[src/rtl/lx32_imm_decode_stage.sv]
`default_nettype none
// ============================================================================
// Module   : lx32_imm_decode_stage
// Purpose  : RV32I immediate/format decode stage with a 2-entry skid buffer.
//            The instruction is decoded as it is accepted, and the decoded
//            result is stored in a two-deep FIFO. Decode latency is one cycle.
//            in_ready is a flop, so there is no combinational path from
//            out_ready to in_ready.
// Ports    : clk, rst (sync, active-high), flush (drops all held entries)
//            upstream   : in_valid, in_ready, in_instr[31:0], in_pc
//            downstream : out_valid, out_ready, out_instr, out_pc,
//                         out_imm[XLEN-1:0], out_fmt[2:0] (R0 I1 S2 B3 U4 J5 Z6),
//                         out_rd, out_rs1, out_rs2, out_illegal
// Config   : LX32_DECODE_CSR_IMM_EN  - when defined, SYSTEM with funct3[2]=1
//            decodes as format Z with a zero-extended rs1 field as immediate.
//            When it is undefined, that encoding is flagged illegal.
// Revision : 1.0 - initial release
// ============================================================================
module lx32_imm_decode_stage #(
    parameter int XLEN     = 32,
    parameter int PC_WIDTH = XLEN
) (
    input  logic                clk,
    input  logic                rst,
    input  logic                flush,
    input  logic                in_valid,
    output logic                in_ready,
    input  logic [31:0]         in_instr,
    input  logic [PC_WIDTH-1:0] in_pc,
    output logic                out_valid,
    input  logic                out_ready,
    output logic [31:0]         out_instr,
    output logic [PC_WIDTH-1:0] out_pc,
    output logic [XLEN-1:0]     out_imm,
    output logic [2:0]          out_fmt,
    output logic [4:0]          out_rd,
    output logic [4:0]          out_rs1,
    output logic [4:0]          out_rs2,
    output logic                out_illegal
);

    localparam logic [1:0] c_ST_EMPTY = 2'd0;
    localparam logic [1:0] c_ST_ONE   = 2'd1;
    localparam logic [1:0] c_ST_TWO   = 2'd2;

    localparam logic [2:0] c_FMT_R = 3'd0;
    localparam logic [2:0] c_FMT_I = 3'd1;
    localparam logic [2:0] c_FMT_S = 3'd2;
    localparam logic [2:0] c_FMT_B = 3'd3;
    localparam logic [2:0] c_FMT_U = 3'd4;
    localparam logic [2:0] c_FMT_J = 3'd5;
`ifdef LX32_DECODE_CSR_IMM_EN
    localparam logic [2:0] c_FMT_Z = 3'd6;
`endif

    localparam logic [6:0] c_OP_LUI    = 7'b0110111;
    localparam logic [6:0] c_OP_AUIPC  = 7'b0010111;
    localparam logic [6:0] c_OP_JAL    = 7'b1101111;
    localparam logic [6:0] c_OP_JALR   = 7'b1100111;
    localparam logic [6:0] c_OP_LOAD   = 7'b0000011;
    localparam logic [6:0] c_OP_OPIMM  = 7'b0010011;
    localparam logic [6:0] c_OP_FENCE  = 7'b0001111;
    localparam logic [6:0] c_OP_SYSTEM = 7'b1110011;
    localparam logic [6:0] c_OP_STORE  = 7'b0100011;
    localparam logic [6:0] c_OP_BRANCH = 7'b1100011;
    localparam logic [6:0] c_OP_OP     = 7'b0110011;

    // ------------------------------------------------------------------
    // Decode of the incoming instruction. The immediate is built at
    // 32 bits and then sign-extended once to XLEN. This also gives U the
    // bit-31 sign extension for XLEN=64. The Z immediate has bit 31 clear,
    // so it stays zero-extended.
    // ------------------------------------------------------------------
    logic [31:0]     w_imm32;
    logic [2:0]      w_fmt;
    logic            w_illegal;
    logic [XLEN-1:0] w_imm;

    always_comb begin
        w_imm32   = 32'd0;
        w_fmt     = c_FMT_R;
        w_illegal = 1'b0;
        if (in_instr[1:0] != 2'b11) begin
            w_illegal = 1'b1;
        end else begin
            case (in_instr[6:0])
                c_OP_LUI, c_OP_AUIPC: begin
                    w_fmt   = c_FMT_U;
                    w_imm32 = {in_instr[31:12], 12'd0};
                end
                c_OP_JAL: begin
                    w_fmt   = c_FMT_J;
                    w_imm32 = {{12{in_instr[31]}}, in_instr[19:12], in_instr[20],
                               in_instr[30:21], 1'b0};
                end
                c_OP_JALR, c_OP_LOAD, c_OP_OPIMM, c_OP_FENCE: begin
                    w_fmt   = c_FMT_I;
                    w_imm32 = {{20{in_instr[31]}}, in_instr[31:20]};
                end
                c_OP_SYSTEM: begin
                    if (in_instr[14]) begin
`ifdef LX32_DECODE_CSR_IMM_EN
                        w_fmt   = c_FMT_Z;
                        w_imm32 = {27'd0, in_instr[19:15]};
`else
                        w_illegal = 1'b1;
`endif
                    end else begin
                        w_fmt   = c_FMT_I;
                        w_imm32 = {{20{in_instr[31]}}, in_instr[31:20]};
                    end
                end
                c_OP_STORE: begin
                    w_fmt   = c_FMT_S;
                    w_imm32 = {{20{in_instr[31]}}, in_instr[31:25], in_instr[11:7]};
                end
                c_OP_BRANCH: begin
                    w_fmt   = c_FMT_B;
                    w_imm32 = {{20{in_instr[31]}}, in_instr[7], in_instr[30:25],
                               in_instr[11:8], 1'b0};
                end
                c_OP_OP: begin
                    w_fmt = c_FMT_R;
                end
                default: begin
                    w_illegal = 1'b1;
                end
            endcase
        end
    end

    assign w_imm = XLEN'($signed(w_imm32));

    // ------------------------------------------------------------------
    // Skid FSM: state register / next-state / outputs
    // ------------------------------------------------------------------
    logic [1:0] r_state;
    logic [1:0] w_state_nxt;
    logic       r_in_ready;
    logic       w_accept;
    logic       w_drain;
    logic       w_load0;
    logic       w_load1;
    logic       w_shift;

    assign w_accept = in_valid & r_in_ready;
    assign w_drain  = out_valid & out_ready;

    // in_ready is registered from the next state, which keeps out_ready
    // off any combinational path to the upstream port.
    always_ff @(posedge clk) begin
        if (rst) begin
            r_state    <= c_ST_EMPTY;
            r_in_ready <= 1'b1;
        end else begin
            r_state    <= w_state_nxt;
            r_in_ready <= (w_state_nxt != c_ST_TWO);
        end
    end

    always_comb begin
        w_state_nxt = r_state;
        if (flush) begin
            w_state_nxt = c_ST_EMPTY;
        end else begin
            case (r_state)
                c_ST_EMPTY: if (w_accept)             w_state_nxt = c_ST_ONE;
                c_ST_ONE: begin
                    if (w_accept && !w_drain)         w_state_nxt = c_ST_TWO;
                    else if (!w_accept && w_drain)    w_state_nxt = c_ST_EMPTY;
                end
                c_ST_TWO:   if (w_drain)              w_state_nxt = c_ST_ONE;
                default:                              w_state_nxt = c_ST_EMPTY;
            endcase
        end
    end

    // Slot 0 is always the head. A new entry goes to slot 0 when the
    // buffer is empty or the head leaves in the same cycle. Otherwise it
    // goes behind the head. Draining from TWO moves slot 1 forward.
    always_comb begin
        out_valid = (r_state != c_ST_EMPTY);
        in_ready  = r_in_ready;
        w_load0   = w_accept & ((r_state == c_ST_EMPTY) | ((r_state == c_ST_ONE) & w_drain));
        w_load1   = w_accept & (r_state == c_ST_ONE) & ~w_drain;
        w_shift   = w_drain & (r_state == c_ST_TWO);
    end

    // ------------------------------------------------------------------
    // Entry storage (no reset: contents are meaningless while invalid)
    // ------------------------------------------------------------------
    logic [31:0]         r_instr [2];
    logic [PC_WIDTH-1:0] r_pc    [2];
    logic [XLEN-1:0]     r_imm   [2];
    logic [2:0]          r_fmt   [2];
    logic                r_ill   [2];

    always_ff @(posedge clk) begin
        if (w_load0) begin
            r_instr[0] <= in_instr;
            r_pc[0]    <= in_pc;
            r_imm[0]   <= w_imm;
            r_fmt[0]   <= w_fmt;
            r_ill[0]   <= w_illegal;
        end else if (w_shift) begin
            r_instr[0] <= r_instr[1];
            r_pc[0]    <= r_pc[1];
            r_imm[0]   <= r_imm[1];
            r_fmt[0]   <= r_fmt[1];
            r_ill[0]   <= r_ill[1];
        end
        if (w_load1) begin
            r_instr[1] <= in_instr;
            r_pc[1]    <= in_pc;
            r_imm[1]   <= w_imm;
            r_fmt[1]   <= w_fmt;
            r_ill[1]   <= w_illegal;
        end
    end

    assign out_instr   = r_instr[0];
    assign out_pc      = r_pc[0];
    assign out_imm     = r_imm[0];
    assign out_fmt     = r_fmt[0];
    assign out_illegal = r_ill[0];
    assign out_rd      = r_instr[0][11:7];
    assign out_rs1     = r_instr[0][19:15];
    assign out_rs2     = r_instr[0][24:20];

endmodule
`default_nettype wire

[config.mk]
export PLATFORM = sky130hd
export DESIGN_NAME = lx32_imm_decode_stage
export DESIGN_NICKNAME = d
export VERILOG_FILES = /design/src/rtl/lx32_imm_decode_stage.sv
export SDC_FILE = /design/constraint.sdc
export NUM_CORES = 1
export LEC_CHECK = 0
export BUFFER_PORTS_ARGS = -buffer_cell sky130_fd_sc_hd__buf_2
export CAP_MARGIN = 5
export CORE_MARGIN = 4
export CORE_UTILIZATION = 35
export CTS_CLUSTER_DIAMETER = 30
export DETAILED_ROUTE_END_ITERATION = 16
export PLACE_DENSITY = 0.55
export SETUP_SLACK_MARGIN = 0.4
export SYNTH_ARGS = -nofsm -noshare
export SYNTH_HDL_FRONTEND = slang
export SYNTH_SLANG_ARGS = --single-unit
[constraint.sdc]
create_clock -name clk -period 9.9 [get_ports clk]
set_input_delay 0.99 -clock clk [delete_from_list [all_inputs] [get_ports clk]]
set_output_delay 0.99 -clock clk [all_outputs]
set_load 0.01 [all_outputs]
==> run_results.csv <==
group,metric,value,unit
pwr,swShare,0.210,
yosys,synthArstFlopShare,0,
yosys,ys_seq_area_frac,0.692,
drt,wire_per_inst,16.5,µm
setup_path,critPathCaptureType,"flip-flop",
setup_path,crit_chain,"buf_2 > nand2_1 > nor2_1 > a21oi_1 > o21ai_4 > buf_4",
timing,clock_skew,11.3,ps
global_routing,track_usage,0.136,
global_routing,grt_max_degree,87,
global_routing,antenna_found_initial,0,
timing,hold_viol,0,
placed_design,io_buffers,185,
clock_network,clock_sinks,203,
run,drv_cap,0,
clock_network,holdBufCountCts,0,
setup_path,start_kind,"primary input",
setup_path,reg2reg_depth,5,
setup_path,critical_path.top_delay_family,"buffers and inverters",
placed_design,place_inst,1077,
drt,ant_nets,0,
clock_network,cts_root_buffer,"clkbuf_16",
yosys,synthCells,703,
drt,via_count,5201,
layout,synthToLayoutAreaGrowth,24.0,%
pwr,p_seq_frac,0.368,
worst_hold_path,worst_hold_path_type,"reg2reg",
pwr,ir_worst_vdd,0.126,mV
placed_design,place.gp.congestion,0.749,
timing,clock.fmax,329,MHz
floorplan,die_w,166,µm
placed_design,dp_hpwl,11900,µm
setup_path,slowest_stage,"buf_4",
clock_network,insertion_delay,520,ps
setup_path,critical_path.max_stage_delay,890,ps
clock_network,clkTransAtPathRegs,50,ps
setup_path,worst-path-max-fanout,70,
layout,nets,871,
worst_hold_path,holdPathStages,2,
drt,drt-total-wl,19200,µm
floorplan,io_pins,186,
setup_path,crit_arrival,3180,ps
setup_path,r2r-end,"r_imm[0][24]$_DFFE_PP_",
pwr,p_int,2.16,mW
layout,final_util,0.444,
clock_network,max-clock-path-buffers,3,
global_routing,grt_pass1_vias,5289,
floorplan,rows,57,
timing,worstMarginPinSlew,1070,ps
worst_hold_path,hp-start,"r_pc[0][50]$_DFFE_PP_",
status,status,"complete, no violations",
layout,n_antenna_cell,0,
pwr,pwr-share-comb,0.047,
setup_path,r2r_start,"in_ready$_SDFF_PP1_",
global_routing,grt_first_pass_wirelength,30000,µm
timing,finalCritPeriodShare,0.307,
timing,slew_violations,0,
floorplan,core,24500,µm²
worst_hold_path,whs_endpoint,"r_pc[0][18]$_DFFE_PP_",
clock_network,cts_tree,"built",
layout,drive_above_1_share,0.351,
timing,finalSetupViolCount,0,
timing,rsz0062_at_grt,"false",
timing,finalCriticalPeriod,3040,ps
yosys,synth_fp_nets,772,
pwr,power_density,252,nW/µm²
drt,first_pass_iters,4,
yosys,syn_avg_cell_area,12.5,µm²
setup_path,path_buf_inv,2,
timing,relSlewSlack,0.278,
pwr,p_clk_frac,0.586,
setup_path,reg2reg_slack,7070,ps
layout,instances_no_fill,1165,
clock_network,htree_levels,2,
global_routing,gr-total-overflow,0,
yosys,synth-edff-count,200,
yosys,ys_types,40,
clock_network,post-cts-setup-buffers,0,
setup_path,required,10040,ps
timing,setup_tns,0,ps
drt,viasPerCell,4.46,
clock_network,numCtsBuffers,47,
yosys,yosys_register_bits,203,
drt,first_iter_violations,334,
pwr,cellLeakagePower,4.68,nW
yosys,synthFlopType,"edfxtp_1",
clock_network,cts_resized,0,
floorplan,die_y,166,µm
yosys,synth_area,8760,µm²
floorplan,dieArea,27600,µm²
yosys,yosysWarnings,0,
drt,drcViolationCount,0,
pwr,power.switching,0.575,mW
floorplan,start_util,0.358,
setup_path,path_class,"in2reg",
==> cell usage after synthesis (2+ instances only) <==
| master | instances | area share |
|---|---|---|
| nand2_1 | 237 | 0.10 |
| edfxtp_1 | 200 | 0.69 |
| buf_4 | 114 | 0.098 |
| nor2_1 | 22 | 0.0094 |
| clkbuf_1 | 19 | 0.0081 |
| o21ai_0 | 16 | 0.0091 |
| a31oi_1 | 14 | 0.010 |
| mux2_2 | 12 | 0.015 |
| a21o_1 | 8 | 0.0069 |
| nor2b_1 | 7 | 0.0050 |
| nor3_1 | 7 | 0.0040 |
| buf_2 | 5 | 0.0029 |
| nand2b_1 | 4 | 0.0029 |
| dfxtp_1 | 3 | 0.0069 |
| inv_1 | 3 | 0.0013 |
| nand3b_1 | 3 | 0.0026 |
| a22o_1 | 2 | 0.0020 |
| buf_1 | 2 | 0.00086 |
| buf_6 | 2 | 0.0026 |
| nor4_2 | 2 | 0.0029 |
| or2_2 | 2 | 0.0014 |
==> power groups by stage <==
stage,clock (mW),combinational [mW],sequential [mW]
after global routing,1.69,0.141,1.01
after detailed placement,0,0.131,1.02
after global placement,0,0.130,1.02
final,1.60,0.127,1.00
after CTS,1.63,0.131,1.01
after floorplan,0,0.105,1.02
==> layer usage <==
layer / track usage / vias up / share of wire
li1: - / 2534 / -
met1: 0.183 / 2462 / 0.46
met2: 0.215 / 178 / 0.46
met3: 0.0367 / 27 / 0.063
met4: 0.0484 / 0 / 0.018
met5: 0 / - / 0
==> layout by cell type (no fill, tap or decap), types with 2 or more instances in the layout <==
cell        instances
nor4_2              2
clkinv_2            5
mux2_2             12
clkinv_4            7
inv_1               3
nand3b_1            3
nor2b_1             7
nor2_1             21
a22o_1              2
edfxtp_1          200
buf_4               7
buf_2             185
bufinv_16           9
clkinv_1            5
clkbuf_16          48
o21ai_0            15
a31oi_1            14
clkinvlp_4          7
clkbuf_1            5
or2_4               2
a21o_1              8
dfxtp_1             3
nor3_1              6
nand2b_1            4
nand2_1           237
==> worst max-delay path by stage <==
| stage | from | end | slack (ps) | cells past startpoint |
|---|---|---|---|---|
| after floorplan | in_valid | r_fmt[0][0]$_DFFE_PP_ | 920 | 4 |
| after global placement | in_valid | r_pc[0][31]$_DFFE_PP_ | 6250 | 6 |
| after detailed placement | in_valid | r_imm[0][29]$_DFFE_PP_ | 6240 | 6 |
| after CTS | in_valid | r_pc[0][31]$_DFFE_PP_ | 6790 | 6 |
| after global routing | in_valid | r_pc[0][31]$_DFFE_PP_ | 6650 | 6 |
| final | in_valid | r_imm[0][24]$_DFFE_PP_ | 6860 | 6 |
==> tightest hold or removal path, cell delays in order (launching register included) <==
cell and delay, ps:
edfxtp_1 310, nand2_1 50, nand2_1 50
==> through the flow <==
step | setup slack [ps] | cell area (µm²) | hold WS (ps) | total power, mW
2_1_floorplan | 924 | 8760 | 484 | 1.13
3_3_place_gp | 6250 | 9190 | 486 | 1.15
3_5_place_dp | 6240 | 9190 | 491 | 1.15
4_1_cts | 6790 | 10900 | 499 | 2.77
5_1_grt | 6650 | 10900 | 522 | 2.83
6_report | 6860 | 10900 | 499 | 2.73
==> logic make-up after synthesis <==
kind of cell | synth area share
muxes | 0.0183
AOI/OAI and AO/OA | 0.0380
DFF | 0.692
xor gates and xnor gates | 0.00100
and+or+nand+nor | 0.137
buffers and inverters | 0.113
==> layout make-up <==
cell class | count | area, µm²
multi-input combinational | 355 | 1730
sequential | 203 | 6070
tap | 324 | 405
clock inverter | 35 | 453
inverter | 3 | 11.3
fill | 2224 | 13600
timing repair buffer | 192 | 978
clock buffer | 53 | 1220
==> state kept, by name, indices dropped and copies added, names as in the netlist <==
name	count
r_ill	2
r_state	2
in_ready	1
r_instr	64
r_imm	64
r_pc	64
r_fmt	6
No activity file was read; power rests on OpenSTA's default activity.
